<file path="config.mk">
export PLATFORM = sky130hd
export DESIGN_NAME = rtlupcfgbridge
export DESIGN_NICKNAME = d
export VERILOG_FILES = /design/src/rtl/rtlupcfg_pkg.sv /design/src/rtl/rtlstkw1c.sv /design/src/rtl/rtlupcfgbridge.sv
export SDC_FILE = /design/constraint.sdc
export NUM_CORES = 1
export LEC_CHECK = 0
export ABC_AREA = 1
export BUFFER_PORTS_ARGS = -buffer_cell sky130_fd_sc_hd__buf_2
export CAP_MARGIN = 20
export CORE_MARGIN = 2
export CORE_UTILIZATION = 40
export CTS_BUF_LIST = sky130_fd_sc_hd__clkbuf_16
export CTS_CLUSTER_DIAMETER = 100
export DETAILED_ROUTE_END_ITERATION = 7
export PLACE_DENSITY = 0.76
export SLEW_MARGIN = 20
export SYNTH_ARGS = -nofsm -noshare
export SYNTH_HDL_FRONTEND = slang
export SYNTH_HIERARCHICAL = 1
export SYNTH_SLANG_ARGS = --single-unit
</file>
<file path="constraint.sdc">
create_clock -name clk -period 1.6 [get_ports clk]
set_input_delay 0.16 -clock clk [delete_from_list [all_inputs] [get_ports clk]]
set_output_delay 0.16 -clock clk [all_outputs]
set_load 0.01 [all_outputs]
</file>
<file path="src/rtl/rtlupcfg_pkg.sv">
// Shared definitions for the configuration-RAM access bridge.
// Holds the FSM encoding, the default timeout width and the value returned on a timed-out read.
package rtlupcfg_pkg;

  typedef enum logic [1:0] {
    IDLE = 2'd0,
    STRB = 2'd1,
    WAIT = 2'd2,
    DONE = 2'd3
  } state_t;

  localparam int TOBIT_DEFAULT = 6;
  localparam int TIMEOUT_RDATA = 0;

endpackage

</file>
<file path="src/rtl/rtlstkw1c.sv">
// Sticky status register with write-1-to-clear.
// When a bit is set and cleared in the same cycle, the set wins, so no event is ever lost.
module rtlstkw1c #(
  parameter int W = 4
) (
  input  logic         clk,
  input  logic         rst,
  input  logic [W-1:0] set_bits,
  input  logic         clr_en,
  input  logic [W-1:0] clr_bits,
  output logic [W-1:0] stk
);

  logic [W-1:0] stk_q, stk_d;

  // NOTE: give every combinational output a default first, so no path leaves it unassigned and no latch is inferred.
  always_comb begin
    stk_d = stk_q;
    if (clr_en) stk_d = stk_d & ~clr_bits;
    stk_d = stk_d | set_bits;
  end

  // NOTE: use non-blocking assignments here, so every flop samples its pre-edge inputs regardless of statement order.
  always_ff @(posedge clk) begin
    if (rst) stk_q <= '0;
    else     stk_q <= stk_d;
  end

  assign stk = stk_q;

endmodule

</file>
<file path="src/rtl/rtlupcfgbridge.sv">
// Host-side sequencer that turns single-cycle host requests into held-enable / strobe / wait-for-ready
// accesses on a bank of config-RAM arbiters, with a timeout and a sticky parity-error register.
module rtlupcfgbridge
  import rtlupcfg_pkg::*;
#(
  parameter int NRAM    = 4,
  parameter int SELBIT  = 2,
  parameter int ADDRBIT = 5,
  parameter int WIDTH   = 32,
  parameter int TOBIT   = TOBIT_DEFAULT
) (
  input  logic                      clk,
  input  logic                      rst,
  input  logic                      cpu_req,
  input  logic                      cpu_wr,
  input  logic                      cpu_regsel,
  input  logic [SELBIT+ADDRBIT-1:0] cpu_addr,
  input  logic [WIDTH-1:0]          cpu_wdata,
  output logic [WIDTH-1:0]          cpu_rdata,
  output logic                      cpu_ack,
  output logic                      cpu_toerr,
  output logic                      cpu_busy,
  output logic [NRAM-1:0]           upen,
  output logic [ADDRBIT-1:0]        upa,
  output logic [WIDTH-1:0]          updi,
  output logic                      upws,
  output logic                      uprs,
  input  logic [NRAM*WIDTH-1:0]     updo,
  input  logic [NRAM-1:0]           uprdy,
  input  logic [NRAM-1:0]           parerr,
  output logic                      parerr_any
);

  state_t               state_q, state_d;
  logic                 wr_q, wr_d;
  logic                 regsel_q, regsel_d;
  logic [SELBIT-1:0]    sel_q, sel_d;
  logic [ADDRBIT-1:0]   addr_q, addr_d;
  logic [WIDTH-1:0]     wdata_q, wdata_d;
  logic [WIDTH-1:0]     rdata_q, rdata_d;
  logic [TOBIT-1:0]     cnt_q, cnt_d;
  logic                 to_q, to_d;

  logic                 accept;
  logic                 rdy_sel;
  logic [TOBIT-1:0]     cnt_inc;
  logic                 timeout;
  logic [NRAM-1:0]      sel_oh;
  logic [WIDTH-1:0]     updo_sel;
  logic [NRAM-1:0]      stk;
  logic [WIDTH-1:0]     stk_ext;
  logic                 stk_clr_en;

  assign accept   = (state_q == IDLE) && cpu_req;
  assign rdy_sel  = uprdy[sel_q];
  assign sel_oh   = NRAM'(1) << sel_q;
  assign updo_sel = updo[int'(sel_q)*WIDTH +: WIDTH];
  // Compare the post-increment count so DONE lands exactly 2^TOBIT-1 cycles after the first WAIT cycle.
  assign cnt_inc  = cnt_q + 1'b1;
  assign timeout  = &cnt_inc;

  always_comb begin
    stk_ext            = '0;
    stk_ext[NRAM-1:0]  = stk;
  end

  assign stk_clr_en = accept && cpu_regsel && cpu_wr;

  rtlstkw1c #(.W(NRAM)) u_stk (
    .clk      (clk),
    .rst      (rst),
    .set_bits (parerr),
    .clr_en   (stk_clr_en),
    .clr_bits (cpu_wdata[NRAM-1:0]),
    .stk      (stk)
  );

  // State register plus holding registers.
  always_ff @(posedge clk) begin
    if (rst) begin
      state_q  <= IDLE;
      wr_q     <= 1'b0;
      regsel_q <= 1'b0;
      sel_q    <= '0;
      addr_q   <= '0;
      wdata_q  <= '0;
      rdata_q  <= '0;
      cnt_q    <= '0;
      to_q     <= 1'b0;
    end else begin
      state_q  <= state_d;
      wr_q     <= wr_d;
      regsel_q <= regsel_d;
      sel_q    <= sel_d;
      addr_q   <= addr_d;
      wdata_q  <= wdata_d;
      rdata_q  <= rdata_d;
      cnt_q    <= cnt_d;
      to_q     <= to_d;
    end
  end

  always_comb begin
    state_d = state_q;
    unique case (state_q)
      IDLE:    if (cpu_req) state_d = cpu_regsel ? DONE : STRB;
      STRB:    state_d = WAIT;
      WAIT:    if (rdy_sel || timeout) state_d = DONE;
      DONE:    state_d = IDLE;
      default: state_d = IDLE;
    endcase
  end

  always_comb begin
    wr_d     = wr_q;
    regsel_d = regsel_q;
    sel_d    = sel_q;
    addr_d   = addr_q;
    wdata_d  = wdata_q;
    rdata_d  = rdata_q;
    cnt_d    = cnt_q;
    to_d     = to_q;
    unique case (state_q)
      IDLE: begin
        if (cpu_req) begin
          wr_d     = cpu_wr;
          regsel_d = cpu_regsel;
          sel_d    = cpu_addr[SELBIT+ADDRBIT-1 -: SELBIT];
          addr_d   = cpu_addr[ADDRBIT-1:0];
          wdata_d  = cpu_wdata;
          to_d     = 1'b0;
          // Register reads complete in place; everything else starts with cleared read data.
          rdata_d  = (cpu_regsel && !cpu_wr) ? stk_ext : '0;
        end
      end
      STRB: cnt_d = '0;
      WAIT: begin
        cnt_d = cnt_inc;
        if (rdy_sel) begin
          if (!wr_q) rdata_d = updo_sel;
        end else if (timeout) begin
          to_d    = 1'b1;
          rdata_d = WIDTH'(TIMEOUT_RDATA);
        end
      end
      default: ;
    endcase
  end

  // Output decode from the current state only.
  always_comb begin
    upen      = '0;
    upws      = 1'b0;
    uprs      = 1'b0;
    cpu_ack   = 1'b0;
    cpu_toerr = 1'b0;
    cpu_rdata = '0;
    unique case (state_q)
      STRB: begin
        upen = sel_oh;
        upws = wr_q;
        uprs = !wr_q;
      end
      WAIT: upen = sel_oh;
      DONE: begin
        cpu_ack   = 1'b1;
        cpu_toerr = to_q;
        cpu_rdata = rdata_q;
      end
      default: ;
    endcase
  end

  assign cpu_busy   = (state_q != IDLE);
  assign upa        = addr_q;
  assign updi       = wdata_q;
  assign parerr_any = |stk;

endmodule

</file>
==> results.md, run 1 <==
- # rows: 40
- Worst-Skew Late Latency: 340 ps
- WHS: just under 60 ps
- Die Span Y: around 110 um
- Startpoint Class: flip-flop
- Synth Area in Compound Gates: 0.139
- Post-Syn Nets: approximately 930
- Worst path cell trace: ha_4 -> nand3_2 -> nand2_2 -> nand2_2 -> nor2_4 -> nand3_4 -> nand3_4 -> buf_12 -> nand3_1 -> nand2_1 -> nor2_1
- GP Congestion: about 0.88
- Most frequent cells in the layout: buf_2 (233), nand2_1 (181), nor2_1 (112), dfxtp_1 (77), nand3_1 (45)
- Commonest non-fill, non-tap cell in the layout: buf_2
- Die X-Extent: between 100 and 150 um
- CTS Sinks: 85
- R2R Setup Slk: -110 ps
- Layout cells sized above 1: 0.476
- Seq/Total Area, Yosys: 0.352
- Final WS setup: -106 ps
- Placeable core area: 11900 um2
- Largest family of logic cells by synthesized area: simple AND/OR/NAND/NOR gates
- Num CTS Buffers: 9
- Slowest CP cell: dfxtp_2
- DP Worst Slack: -64.2 ps
- Fillers: 1030
- Tmin final: around 1700 ps
- Status: complete, but fails checks
- Crit. End Element: flip-flop
- Mux share of post-synthesis cell area: 0
- Initial core utilization: 0.406
- Area of the multi-input gates: about 3000 um2
- DR WL/cell: 14.6 um
- Setup TNS: -1780 ps
- Max Cap Viol: 0
- Post-Synth Adder-Cell Area: 0.0155
- Arr. time, crit path: between 1500 and 2000 ps
- CP required: between 1500 and 2000 ps
- TritonCTS clock tree: built
- Number of global-route vias before repair: approximately 5500
- Total gr overflow: 0
- Die ar.: 13000 um2
- Non-Filler Instances: 1189
- Post-placement cell count: approximately 1100
- Synth Register Bits: 85
- RSZ-0062 raised after global routing: yes
- Via count: ~5900
- Antenna cells: 0
- YS warnings: 6
- GRT Total Usage: 0.250
- FF/Latch Area: 1720 um2
- Slew HR: 0.756
- CP Buf/Inv Count: 1
- I/O pin cnt: 259
- Mapped Cells: around 750
- Crit Path Category: flip-flop to flip-flop
- Initial antenna violation count: 0
- Final WL: between 15000 and 20000 um
- Syn avg cell area: ~6.5 um2
- H-tree Lvls: 3
- Crit path largest cell delay: 360 ps
- Final-stage net count: 1223
- Final ANT Viol Nets: 0
- Leak: 4.09 nW
- Post-DR vias/cell: around 5
- Port Buffers: ~260
- Clock transition at the registers of the reported paths: 70 ps
- Root Buffer: clkbuf_16
- Tightest Pin Transition: approximately 370 ps
- CP top delay family: simple AND/OR/NAND/NOR gates
- Fmax: between 0.5 and 0.6 GHz
- Post-synthesis cell type count: 29
- Setup violators final: 43
- Skew final: 8.54 ps
- Area growth from synthesis to layout: 61.8%
- Post-synthesis simple-gate area fraction: 0.387
- Failing checks: negative setup slack
- Post-Syn Area: 4830 um2
- CP max FO: 9
- Period utilization: 1.07
- DRC: 0
- Hold Path Class: input port to flip-flop
- Xor and xnor area share after synthesis: 0.00181
- Detail Placement HPWL: 11700 um
- DR iter-0 viols: roughly 340
- Power per cell area: around 1600 nW/um2
- VDD IR-drop max: approximately 0.9 mV
- Final Hold Viols: 0
- Global-route wire length before repair: around 26000 um
- Final Slew Violations: 0
- Max Root-Sink Buffers: 2
- Largest net degree at the start of global routing: 40
- DRT Pass-1 Iters: 7
==> what timing repair did <==
item | in CTS | in global routing
gates resized for setup | 50 | 141
pin swaps | 3 | 21
hold buffers | 0 | 0
setup endpoints to repair | 68 | 92
cloned | 7 | 5
setup buffers | 9 | 7
==> Yosys cell counts <==
| cell type | number | area (um2) |
|---|---|---|
| a2bb2oi_1 | 1 | 8.76 |
| nor2_2 | 1 | 6.26 |
| nand3b_1 | 4 | 30.0 |
| buf_4 | 5 | 37.5 |
| clkbuf_1 | 25 | 93.8 |
| nor2_1 | 117 | 439 |
| xnor2_1 | 1 | 8.76 |
| nand3_1 | 52 | 260 |
| inv_4 | 2 | 12.5 |
| buf_6 | 7 | 78.8 |
| nand3_2 | 21 | 210 |
| buf_2 | 11 | 55.1 |
| ha_1 | 6 | 75.1 |
| nor3_1 | 4 | 20.0 |
| nand2_1 | 218 | 818 |
| nor2_8 | 1 | 20.0 |
| or4_1 | 1 | 7.51 |
| a22oi_1 | 28 | 210 |
| inv_1 | 55 | 206 |
| a31oi_1 | 1 | 6.26 |
| nand2_2 | 4 | 25.0 |
| nand3_4 | 1 | 17.5 |
| inv_2 | 2 | 7.51 |
| o21ai_0 | 43 | 215 |
| nand4_1 | 1 | 6.26 |
| a21oi_1 | 46 | 230 |
| dfxtp_1 | 85 | 1700 |
| buf_1 | 3 | 11.3 |
| nor2_4 | 1 | 11.3 |
==> worst min-delay path, stage by stage <==
cell	delay [ps]
buf_2	90
inv_1	40
a21oi_1	50
==> stage by stage <==
stage	instance area, um2	total power [W]	util
floorplan	4830	0.00674	-
global placement	6520	0.00857	0.547
detailed placement	6520	0.00867	0.547
CTS	7270	0.0115	0.611
global route	7820	0.0133	0.656
finish	7820	0.0125	0.656
==> flip-flops by register name (all words and copies together), names as in the netlist <==
signal and cells:
rdata_q 32, updi 32, cnt_q 6, upa 5, u_stk/stk 4, sel_q 2
state_q 2, to_q 1, wr_q 1
==> kinds of logic (layout without fill, tap and decap cells) <==
family / after synthesis / in the layout
AO/OA/AOI/OAI: 119 / 119
AND/OR/NAND/NOR: 426 / 427
flip-flops: 85 / 85
buffers and inverters: 110 / 404
adder cells (fa/ha/maj): 6 / 6
XOR/XNOR: 1 / 1
==> power breakdown <==
group	leakage [nW]	total, W	internal (W)	switching [W]
sequential	0.705	0.00310	0.00271	0.000392
combinational	3.24	0.00721	0.00336	0.00385
clock	0.152	0.00216	0.00124	0.000920
total	4.09	0.0125	0.00730	0.00517
==> worst paths after layout <==
path,cells past startpoint,to,startpoint
setup reg to reg,11,rdata_q[29],cnt_q[0]
setup / recovery,11,rdata_q[29],cnt_q[0]
hold reg to reg,2,updi[27],updi[27]
hold / removal,3,u_stk/stk[0],parerr[0]
==> routing by layer <==
layer / part of all wire / track usage
met1: 0.40 / 0.299
met2: 0.51 / 0.447
met3: 0.073 / 0.0600
met4: 0.018 / 0.0699
met5: 0 / 0
==> cell type report <==
class	count	share of cell area
clock buffers	9	0.0288
flip-flops and latches	85	0.220
multi-input cells	553	0.390
inverters	59	0.0306
well taps	147	0.0235
clock inverters	7	0.0104
repair buffers	329	0.297
No activity file was read; power rests on OpenSTA's default activity.
==> inputs of run 2 (changes only) <==
Settings changed: BUFFER_PORTS_ARGS -buffer_cell sky130_fd_sc_hd__buf_2 to -buffer_cell sky130_fd_sc_hd__buf_4, CORE_MARGIN 2 to default.
==> run 2 against run 1 <==
Compared with the run above: the flow finishes with violations (design-rule violations, negative setup slack); wire length rose by 5.8%; critical endpoint is now rdata_q[10]; die area fell by 3.5%; critical path type unchanged; core utilization increased by 7.0 points; largest cell class unchanged; clock skew increased by 1.9 ps.
==> results.md, run 2 (synthesis gave the netlist of run 1 again) <==
- DRC: 16
- Detail Placement HPWL: 11800 um
- DR iter-0 viols: approximately 300
- Area growth from synthesis to layout: 74.5%
- Tmin final: 1790 ps
- Crit Path Category: flip-flop to flip-flop
- Worst-Skew Late Latency: 350 ps
- Failing checks: design-rule violations, negative setup slack
- Post-DR vias/cell: 5.16
- Die Span Y: around 110 um
- Num CTS Buffers: 9
- Clock transition at the registers of the reported paths: roughly 70 ps
- Final-stage net count: between 1000 and 1500
- Final ANT Viol Nets: 0
- Tightest Pin Transition: about 320 ps
- Final Slew Violations: 0
- DRT Pass-1 Iters: 7
- Startpoint Class: flip-flop
- Max Root-Sink Buffers: 2
- DR WL/cell: between 15 and 20 um
- Status: complete, but fails checks
- Crit path largest cell delay: 380 ps
- TritonCTS clock tree: built
- VDD IR-drop max: approximately 0.93 mV
- Max Cap Viol: 0
- Port Buffers: 258
- Number of global-route vias before repair: 5736
- Placeable core area: 11600 um2
- Slowest CP cell: dfxtp_4
- Crit. End Element: flip-flop
- GRT Total Usage: 0.270
- Hold Path Class: input port to flip-flop
- I/O pin cnt: around 260
- Pwr Total: between 0.01 and 0.015 W
- Final WL: 18300 um
- Arr. time, crit path: approximately 2000 ps
- CP Buf/Inv Count: 2
- Non-Filler Instances: between 1000 and 1500
- Initial antenna violation count: 0
- Leak: 4.38 nW
- H-tree Lvls: 3
- RSZ-0062 raised after global routing: yes
- Largest net degree at the start of global routing: 74
- Fin util: 0.726
- Layout cells sized above 1: 0.472
- Final WS setup: -188 ps
- Slew HR: 0.789
- Via count: approximately 6000
- Power per cell area: between 1500 and 2000 nW/um2
- Commonest non-fill, non-tap cell in the layout: buf_4
- Die X-Extent: roughly 110 um
- Initial core utilization: 0.416
- CP top delay family: simple AND/OR/NAND/NOR gates
- GP Congestion: between 0.8 and 0.9
- # rows: 39
- Fmax: approximately 0.56 GHz
- Total gr overflow: 0
- Final Hold Viols: 0
- CP required: about 1800 ps
- Die ar.: between 10000 and 15000 um2
- CTS Sinks: 85
- Antenna cells: 0
- Post-placement cell count: 1136
- Setup violators final: between 50 and 60
- Period utilization: 1.12
- Skew final: about 10 ps
- Setup TNS: -3350 ps
- Worst path cell trace: ha_4 -> nand4_1 -> nand2_2 -> nor2_4 -> nand3_4 -> nand3_4 -> buf_12 -> clkbuf_16 -> a21oi_1 -> nor2_1
- CP max FO: 8
- Global-route wire length before repair: ~27000 um
- Root Buffer: clkbuf_16
- Most used cell, CP: nand3_4
- Most frequent cells in the layout: buf_4 (255), nand2_1 (187), nor2_1 (110), dfxtp_1 (77), nand3_1 (46)
- Hold Buf Count CTS: 0
-- run 2: changes by cell type in the layout (fill, tap and decap cells not counted), sizes merged --
cell,change
buf,-14
bufinv,+1
clkinv,-2
inv,+1
nand3,-1
-- run 2: stage by stage --
| stage | hold WS, ps | instance area (um2) | setup slack, ps |
|---|---|---|---|
| 6_report | 55.3 | 8430 | -188 |
| 2_1_floorplan | 229 | 4830 | -31.6 |
| 5_1_grt | 57.1 | 8430 | -267 |
| 3_5_place_dp | 417 | 7140 | -128 |
| 3_3_place_gp | 410 | 7140 | -90.1 |
| 4_1_cts | 47.6 | 7870 | -68.1 |
-- run 2: path summary, 6_finish.rpt --
kind | startpoint | endpoint | slack [ps] | cells past startpoint
max | cnt_q[0] | rdata_q[10] | -190 | 10
min | parerr[1] | u_stk/stk[1] | 60 | 3
max reg2reg | cnt_q[0] | rdata_q[10] | -190 | 10
min reg2reg | u_stk/stk[3] | u_stk/stk[3] | 480 | 2
-- run 2: per-layer routing --
metal,vias up,part of all wire,GRT usage
met4,0,0.027,0.100
met2,244,0.53,0.489
met3,41,0.072,0.0729
li1,2946,-,-
met1,2808,0.38,0.300
met5,-,0,0
-- run 2: layout make-up --
type	count	area, um2
fillers	929	3180
clock buffers	9	225
multi-input cells	552	3080
well taps	143	179
clock inverters	7	114
repair buffers	315	2870
inverters	59	239
flip-flops and latches	85	1720
-- run 2: worst reg2reg max path: cells and delay by family, from the launching register on --
family	cells	cell delay, ps
buffers and inverters	2	350
adder cells (fa/ha/maj)	1	150
AND/OR/NAND/NOR	6	590
flip-flops	1	380
AO/OA/AOI/OAI	1	190
-- run 2: repair_timing --
action	in CTS	in global routing
pin swaps	8	34
cloned	5	4
buffers inserted	4	5
endpoints found under the setup margin	70	68
gates resized for setup	56	143
-- run 2: where the power goes --
part,total [W],leakage (nW),internal [W],switching [W]
sequential,0.00317,0.706,0.00271,0.000457
clock,0.00238,0.167,0.00142,0.000969
combinational,0.00768,3.50,0.00366,0.00402
